==> src/rtl/axi_rd_pkg.sv <==
// ---------------------------------------------------------------------------
// axi_rd_pkg
// Shared types and encodings for the AXI read-channel scheduler.
//   rd_state_t  : scheduler FSM state (IDLE / AR / R)
//   BURST_*     : AXI arburst encodings
//   SIZE_WORD   : arsize code used for line refills (4 bytes per beat)
//   ar_size_code: arsize for a request (line refill or single beat)
// ---------------------------------------------------------------------------
package axi_rd_pkg;

    typedef enum logic [1:0] {
        IDLE = 2'd0,
        AR   = 2'd1,
        R    = 2'd2
    } rd_state_t;

    localparam logic [1:0] BURST_FIXED = 2'b00;
    localparam logic [1:0] BURST_INCR  = 2'b01;
    localparam logic [2:0] SIZE_WORD   = 3'b010;

    // Line refills always move full words; single reads use the requester's size.
    function automatic logic [2:0] ar_size_code(input logic burst, input logic [1:0] size);
        return burst ? SIZE_WORD : {1'b0, size};
    endfunction

endpackage

==> src/rtl/rd_grant_arb.sv <==
// ---------------------------------------------------------------------------
// rd_grant_arb
// Picks one requester for the read channel.
// Build option: AXI_RD_SCHED_RR_EN
//   defined   : round-robin, search starts at an internal pointer which moves
//               to (grantee + 1) mod NUM_REQ on every taken grant.
//   undefined : fixed priority, lowest index wins, no pointer register.
// Ports:
//   clk, reset : clock / synchronous active-high reset (pointer only)
//   req        : request vector
//   en         : a grant is permitted this cycle
//   adv        : grant is being taken, advance the pointer
//   gnt        : one-hot grant (zero when en is low or no request)
//   gnt_idx    : binary index of the grantee
//   gnt_any    : a grant is issued this cycle
// ---------------------------------------------------------------------------
module rd_grant_arb #(
    parameter int NUM_REQ = 2,
    parameter int IDX_W   = (NUM_REQ > 1) ? $clog2(NUM_REQ) : 1
) (
    input  logic               clk,
    input  logic               reset,
    input  logic [NUM_REQ-1:0] req,
    input  logic               en,
    input  logic               adv,
    output logic [NUM_REQ-1:0] gnt,
    output logic [IDX_W-1:0]   gnt_idx,
    output logic               gnt_any
);

    logic found;

`ifdef AXI_RD_SCHED_RR_EN
    logic [IDX_W-1:0] ptr;
    logic [IDX_W:0]   sum;
    logic [IDX_W-1:0] idx;

    always_comb begin
        gnt     = '0;
        gnt_idx = '0;
        found   = 1'b0;
        sum     = '0;
        idx     = '0;
        for (int k = 0; k < NUM_REQ; k++) begin
            // (ptr + k) mod NUM_REQ without a divider
            sum = {1'b0, ptr} + (IDX_W+1)'(k);
            if (sum >= (IDX_W+1)'(NUM_REQ)) begin
                sum = sum - (IDX_W+1)'(NUM_REQ);
            end
            idx = sum[IDX_W-1:0];
            if (!found && req[idx]) begin
                found    = 1'b1;
                gnt[idx] = 1'b1;
                gnt_idx  = idx;
            end
        end
        if (!en) begin
            gnt = '0;
        end
        gnt_any = found & en;
    end

    always_ff @(posedge clk) begin
        if (reset) begin
            ptr <= '0;
        end else if (adv) begin
            ptr <= (gnt_idx == IDX_W'(NUM_REQ-1)) ? '0 : gnt_idx + IDX_W'(1);
        end
    end
`else
    always_comb begin
        gnt     = '0;
        gnt_idx = '0;
        found   = 1'b0;
        for (int k = 0; k < NUM_REQ; k++) begin
            if (!found && req[k]) begin
                found   = 1'b1;
                gnt[k]  = 1'b1;
                gnt_idx = IDX_W'(k);
            end
        end
        if (!en) begin
            gnt = '0;
        end
        gnt_any = found & en;
    end

    // Fixed priority keeps no state.
    logic unused_ok;
    assign unused_ok = &{1'b0, clk, reset, adv};
`endif

endmodule

==> src/rtl/axi_rd_sched.sv <==
// ---------------------------------------------------------------------------
// axi_rd_sched
// Shares one AXI AR/R port between NUM_REQ cache read requesters. Grants one
// requester at a time, drives registered AR signals, tracks a single
// outstanding burst, routes R beats to its owner and checks the beat count
// against rlast.
// Build option: AXI_RD_SCHED_RR_EN selects round-robin arbitration
// (default: fixed priority, index 0 highest).
//
// Ports:
//   clk, reset                 : clock, synchronous active-high reset
//   req_valid/addr/size/burst/len : per-requester read request (sliced)
//   req_ready                  : one-hot, AR handshake done for that requester
//   ret_valid/ret_last/ret_data: R beat routed to the owner
//   wr_idle                    : write engine idle, gates new grants
//   rd_idle                    : scheduler in IDLE
//   proto_err                  : sticky burst-length mismatch flag
//   ar*/arready, r*/rready     : AXI read address / data channels
//
// state | meaning
// ------+----------------------------------------
// IDLE  | no read in flight
// AR    | arvalid held, waiting for arready
// R     | rready high, collecting beats until rlast
// ---------------------------------------------------------------------------
module axi_rd_sched
    import axi_rd_pkg::*;
#(
    parameter int NUM_REQ = 2,
    parameter int LEN_W   = 8
) (
    input  logic                     clk,
    input  logic                     reset,
    input  logic [NUM_REQ-1:0]       req_valid,
    input  logic [NUM_REQ*32-1:0]    req_addr,
    input  logic [NUM_REQ*2-1:0]     req_size,
    input  logic [NUM_REQ-1:0]       req_burst,
    input  logic [NUM_REQ*LEN_W-1:0] req_len,
    output logic [NUM_REQ-1:0]       req_ready,
    output logic [NUM_REQ-1:0]       ret_valid,
    output logic [NUM_REQ-1:0]       ret_last,
    output logic [31:0]              ret_data,
    input  logic                     wr_idle,
    output logic                     rd_idle,
    output logic                     proto_err,
    output logic [3:0]               arid,
    output logic [31:0]              araddr,
    output logic [LEN_W-1:0]         arlen,
    output logic [2:0]               arsize,
    output logic [1:0]               arburst,
    output logic [1:0]               arlock,
    output logic [3:0]               arcache,
    output logic [2:0]               arprot,
    output logic                     arvalid,
    input  logic                     arready,
    input  logic [3:0]               rid,
    input  logic [31:0]              rdata,
    input  logic [1:0]               rresp,
    input  logic                     rlast,
    input  logic                     rvalid,
    output logic                     rready
);

    localparam int IDX_W = (NUM_REQ > 1) ? $clog2(NUM_REQ) : 1;

    rd_state_t          state, state_nx;
    logic [IDX_W-1:0]   own;
    logic [LEN_W:0]     beat_cnt;

    logic               r_beat, r_end, ar_done, grant_en;
    logic [NUM_REQ-1:0] gnt;
    logic [IDX_W-1:0]   gnt_idx;
    logic               gnt_any;

    logic [31:0]        sel_addr;
    logic [1:0]         sel_size;
    logic               sel_burst;
    logic [LEN_W-1:0]   sel_len;

    assign r_beat  = (state == R) & rvalid;
    assign r_end   = r_beat & rlast;
    assign ar_done = (state == AR) & arready;
    // A burst ending this cycle frees the port, so the next grant can be
    // taken on the same edge without passing through IDLE.
    assign grant_en = wr_idle & ((state == IDLE) | r_end);

    rd_grant_arb #(
        .NUM_REQ (NUM_REQ),
        .IDX_W   (IDX_W)
    ) u_arb (
        .clk     (clk),
        .reset   (reset),
        .req     (req_valid),
        .en      (grant_en),
        .adv     (gnt_any),
        .gnt     (gnt),
        .gnt_idx (gnt_idx),
        .gnt_any (gnt_any)
    );

    always_comb begin
        sel_addr  = '0;
        sel_size  = '0;
        sel_burst = 1'b0;
        sel_len   = '0;
        for (int i = 0; i < NUM_REQ; i++) begin
            if (gnt[i]) begin
                sel_addr  = req_addr[i*32 +: 32];
                sel_size  = req_size[i*2 +: 2];
                sel_burst = req_burst[i];
                sel_len   = req_len[i*LEN_W +: LEN_W];
            end
        end
    end

    always_comb begin
        state_nx = state;
        case (state)
            IDLE:    if (gnt_any) state_nx = AR;
            AR:      if (arready) state_nx = R;
            R:       if (r_end)   state_nx = gnt_any ? AR : IDLE;
            default: state_nx = IDLE;
        endcase
    end

    always_comb begin
        req_ready = '0;
        ret_valid = '0;
        ret_last  = '0;
        for (int i = 0; i < NUM_REQ; i++) begin
            if (own == IDX_W'(i)) begin
                req_ready[i] = ar_done;
                ret_valid[i] = r_beat;
                ret_last[i]  = r_end;
            end
        end
    end

    assign ret_data = rdata;
    assign rready   = (state == R);
    assign rd_idle  = (state == IDLE);

    assign arid    = '0;
    assign arlock  = '0;
    assign arcache = '0;
    assign arprot  = '0;

    always_ff @(posedge clk) begin
        if (reset) begin
            state     <= IDLE;
            own       <= '0;
            arvalid   <= 1'b0;
            araddr    <= '0;
            arlen     <= '0;
            arsize    <= '0;
            arburst   <= '0;
            beat_cnt  <= '0;
            proto_err <= 1'b0;
        end else begin
            state <= state_nx;

            if (r_beat) begin
                // Saturate rather than wrap so a runaway burst stays flagged.
                if (beat_cnt != '1) begin
                    beat_cnt <= beat_cnt + (LEN_W+1)'(1);
                end
                // Early rlast, or the beat that should have been last is not.
                if ((rlast && (beat_cnt != {1'b0, arlen})) ||
                    (!rlast && (beat_cnt == {1'b0, arlen}))) begin
                    proto_err <= 1'b1;
                end
            end

            if (gnt_any) begin
                own      <= gnt_idx;
                arvalid  <= 1'b1;
                araddr   <= sel_addr;
                arlen    <= sel_burst ? sel_len : '0;
                arsize   <= ar_size_code(sel_burst, sel_size);
                arburst  <= sel_burst ? BURST_INCR : BURST_FIXED;
                beat_cnt <= '0;
            end else if (ar_done) begin
                arvalid <= 1'b0;
            end
        end
    end

    logic unused_ok;
    assign unused_ok = &{1'b0, rid, rresp};

endmodule
==> config.mk <==
export PLATFORM = sky130hd
export DESIGN_NAME = axi_rd_sched
export DESIGN_NICKNAME = d
export VERILOG_FILES = /design/src/rtl/axi_rd_pkg.sv /design/src/rtl/rd_grant_arb.sv /design/src/rtl/axi_rd_sched.sv
export SDC_FILE = /design/constraint.sdc
export NUM_CORES = 1
export LEC_CHECK = 0
export ABC_CLOCK_PERIOD_IN_PS = 2500
export BUFFER_PORTS_ARGS = -buffer_cell sky130_fd_sc_hd__buf_2
export CAP_MARGIN = 20
export CORE_AREA = 2 2 87 130
export CTS_BUF_LIST = sky130_fd_sc_hd__clkbuf_2
export CTS_CLUSTER_SIZE = 10
export DETAILED_ROUTE_END_ITERATION = 12
export DIE_AREA = 0 0 89 132
export PLACE_DENSITY = 0.64
export SETUP_SLACK_MARGIN = 0.4
export SLEW_MARGIN = 15
export SYNTH_ARGS = -nofsm -noshare
export SYNTH_HDL_FRONTEND = slang
export SYNTH_SLANG_ARGS = --single-unit
==> constraint.sdc <==
create_clock -name clk -period 2.5 [get_ports clk]
set_clock_uncertainty 0.15 [all_clocks]
set_input_delay 0.5 -clock clk [delete_from_list [all_inputs] [get_ports clk]]
set_output_delay 0.5 -clock clk [all_outputs]
set_load 0.01 [all_outputs]
==> summary.md <==
| Metric | Value |
|---|---|
| Register Area | `1160 sq um` |
| Routed via count | `2,841` |
| Final net count | `590` |
| Die area | `11,700 sq um` |
| Starting utilization of the core area | `0.295` |
| Root buffer cell | `sky130_fd_sc_hd__clkbuf_2` |
| Number of antenna violations at the first check in global routing | `0` |
| Lkg Pwr | `1.78 nW` |
| Post-synthesis to final-layout area growth | `26.2%` |
| Die Wd | `89 um` |
| Clock-pin slew on the worst setup and hold paths | `0.14 ns` |
| Relative contribution of sequential cells to total power | `0.487` |
| Largest voltage drop on the vdd net | `0.216 mV` |
| Number of buffers created by CTS | `9` |
| Commonest non-fill, non-tap cell in the layout | `sky130_fd_sc_hd__buf_2` |
| Required time of the critical path | `1.85 ns` |
| Final count of negative-setup-slack endpoints | `0` |
| Combined global-route utilization of all metal layers | `0.142` |
| Synthesized-area fraction occupied by xor and xnor cells | `0.0421` |
| Portion of netlist area occupied by mux cells | `0` |
| Dpl cell area | `3680 sq um` |
| Slew Viols, Final | `0` |
| DIE HEIGHT | `132 um` |
| Gpl congestion | `0.784` |
| Critical path peak fanout | `6` |
| Final number of hold-violating endpoints | `0` |
| Final Cycle Share | `0.823` |
| Period minus WS final | `2.06 ns` |
| EDFF count, synth | `0` |
| Worst min-delay path category | `in2reg` |
| Unrepaired setup endpoints after global routing | `true` |
| Worst slew margin relative to its limit | `0.545` |
| Fraction of the mapped netlist area in compound gates | `0.277` |
| Clock tree from TritonCTS | `done` |
| Post-Place Setup Slack | `0.306 ns` |
| Final antenna diode count | `0` |
| Fraction of final layout cells sized beyond drive strength 1 | `0.482` |
| Outcome | `complete, no violations` |
| First-pass GRT wire length | `13,000 um` |
| Commonest non-fill, non-tap cells in the layout | `sky130_fd_sc_hd__buf_2, sky130_fd_sc_hd__dfxtp_1, sky130_fd_sc_hd__inv_1` |
| Hold slack final | `0.123 ns` |
| Remaining DRCs | `0` |
| Worst R2R Start | `beat_cnt[1]` |
| Congestion Overflow GR | `0` |
| Synth warn | `0` |
| Final Instance Count excl. Fillers | `605` |
| Combinational family with the most area after synthesis | `compound AO/OA/AOI/OAI gates` |
| R2r worst-path depth | `8` |
| Capture instance of the worst register-to-register path | `beat_cnt[5]` |
| Cell internal power dissipation | `1.42 mW` |
| Prevailing post-synth register cell | `sky130_fd_sc_hd__dfxtp_1` |
| Total of flip-flops plus latches after synthesis | `57` |
| CTS H-tree lvls | `3` |
| Distinct cells, synth | `44` |
| Area occupied by multi-input gates | `1450 sq um` |
| Data arrival time at the worst-slack endpoint | `1.41 ns` |
| FP Rows | `46` |
| Vias per cell | `4.70` |
| Path type of the worst setup path | `reg2out` |
| Share of synthesized cell area in full adder, half adder and majority cells | `0.00802` |
| PwrDens | `522 nW/um^2` |
| Placed Instances | `579` |
| Critical path capture point type | `output pin` |
| Switching Fraction | `0.311` |
| Wire length per cell after detailed routing | `14.0 um` |
| Power share of the combinational group | `0.223` |
| Seq/Total Area, Yosys | `0.366` |
| Detailed-placement wirelength estimate | `6340 um` |
| Antenna Nets Post-Route | `0` |
| Async S/R FF share, synth | `0` |
| Core footprint | `10,600 sq um` |
| Critical Path Start | `state[0]` |
| Via count of the first global-routing pass | `2,722` |
| Post-synthesis simple-gate area fraction | `0.106` |
| Number of search-and-repair iterations in the first detailed-routing pass | `4` |
| Total I/O pin count | `232` |
| Tightest Pin Transition | `0.681 ns` |
| Cell area after synthesis | `3120 sq um` |
| Maximum buffer depth of the clock tree | `2` |
| Total negative slack | `0 ns` |
| Total Power Consumption | `2.06 mW` |
| Number of sinks driven by the clock tree | `57` |
| Average cell area after synthesis | `9.20 sq um` |
| Least setup slack across all paths after layout | `0.443 ns` |
| Pin count of the biggest net entering global routing | `34` |
| Worst-Skew Late Latency | `0.49 ns` |
| Number of filler cells placed in the layout | `1,132` |
| Post-synthesis cell count | `339` |
| # Max-Cap Violations | `0` |
| Worst setup path end | `ret_last[0]` |
| Reg2Reg Setup Slack | `0.51 ns` |
| Clock share of power | `0.290` |
| Final routed wirelength across all metal layers | `8470 um` |
| DR iter-0 viols | `94` |
| Final Cell Area | `3940 sq um` |
| Maximum clock frequency | `486 MHz` |
| Setup crit start kind | `flop` |
| Number of port buffers | `146` |
| Switching Power | `0.640 mW` |
| Final Core Density | `0.372` |
-- final cells by class --
type,count,share of cell area
Clock buffer,11,0.0140
Clock inverter,5,0.0143
Inverter,38,0.0362
Multi-Input combinational cell,187,0.368
Sequential cell,57,0.294
Tap cell,144,0.0458
Timing Repair Buffer,163,0.228
-- power groups by stage --
stage / clock (mW) / sequential [mW] / combinational, mW
2_1_floorplan: 0 / 1.05 / 0.312
3_3_place_gp: 0 / 1.02 / 0.447
3_5_place_dp: 0 / 1.03 / 0.454
4_1_cts: 0.629 / 1.00 / 0.464
5_1_grt: 0.669 / 1.01 / 0.509
6_report: 0.597 / 1.00 / 0.459
-- Yosys cell counts, types with 2 or more instances --
library cell                instances  share of area
sky130_fd_sc_hd__xnor2_1            3         0.0084
sky130_fd_sc_hd__nor4_1             3         0.0060
sky130_fd_sc_hd__buf_4             47           0.11
sky130_fd_sc_hd__buf_2              5         0.0080
sky130_fd_sc_hd__dfxtp_1           57           0.37
sky130_fd_sc_hd__and3b_1            2         0.0056
sky130_fd_sc_hd__nor2_1            13          0.016
sky130_fd_sc_hd__a21oi_1            7          0.011
sky130_fd_sc_hd__o2bb2ai_1          8          0.022
sky130_fd_sc_hd__a22oi_1            8          0.019
sky130_fd_sc_hd__nand4_1            4         0.0080
sky130_fd_sc_hd__o21ai_0            4         0.0064
sky130_fd_sc_hd__nand2b_1           3         0.0060
sky130_fd_sc_hd__a221oi_2          20          0.096
sky130_fd_sc_hd__buf_6              4          0.014
sky130_fd_sc_hd__a221oi_1          14          0.039
sky130_fd_sc_hd__or2_2              2         0.0040
sky130_fd_sc_hd__o22ai_1           32          0.064
sky130_fd_sc_hd__xor2_1            12          0.034
sky130_fd_sc_hd__ha_1               2         0.0080
sky130_fd_sc_hd__and3_1             2         0.0040
sky130_fd_sc_hd__nor3_1             3         0.0048
sky130_fd_sc_hd__nand2_1            9          0.011
sky130_fd_sc_hd__nor2b_1            2         0.0040
sky130_fd_sc_hd__clkbuf_1          15          0.018
sky130_fd_sc_hd__nand3_1            2         0.0032
sky130_fd_sc_hd__inv_1             37          0.045
sky130_fd_sc_hd__nand3b_1           3         0.0072
-- sequential cells by signal, indices dropped and copies added, names as in the netlist --
register / flops
arvalid: 1
arlen: 8
arburst: 1
araddr: 32
state: 2
arsize: 2
own: 1
proto_err: 1
beat_cnt: 9
-- worst min-delay path by stage --
stage,end,slack [ns],depth (start not counted),from
after global placement,arvalid,0.29,2,arvalid
after global routing,state[0],0.08,4,arready
after floorplan,beat_cnt[8],0.32,2,beat_cnt[8]
after CTS,state[0],0.06,4,arready
final,state[0],0.12,4,arready
after detailed placement,araddr[2],0.30,2,araddr[2]
-- worst max-delay path: stages (launching register included) --
cell and delay, ns:
sky130_fd_sc_hd__dfxtp_4 0.39, sky130_fd_sc_hd__and3b_2 0.25, sky130_fd_sc_hd__and3_4 0.20, sky130_fd_sc_hd__buf_6 0.10
-- routing by layer --
metal,track usage,vias up,part of all wire
li1,-,1402,-
met1,0.141,1280,0.37
met2,0.258,125,0.52
met3,0.0382,34,0.068
met4,0.0788,0,0.036
met5,0,-,0
-- logic make-up after synthesis --
kind of cell	count (synthesis)
buf+inv	109
compound gates	99
flops	57
simple gates	56
xor+xnor	15
fa+ha+maj	2
other cells	1
-- repair_timing --
action,in CTS,in global routing
gates cloned,0,0
resized for setup,11,11
pin swaps,3,3
endpoints found under the setup margin,9,9
hold buffers,0,0
setup buffers,6,4
No activity file was read; power rests on OpenSTA's default activity.
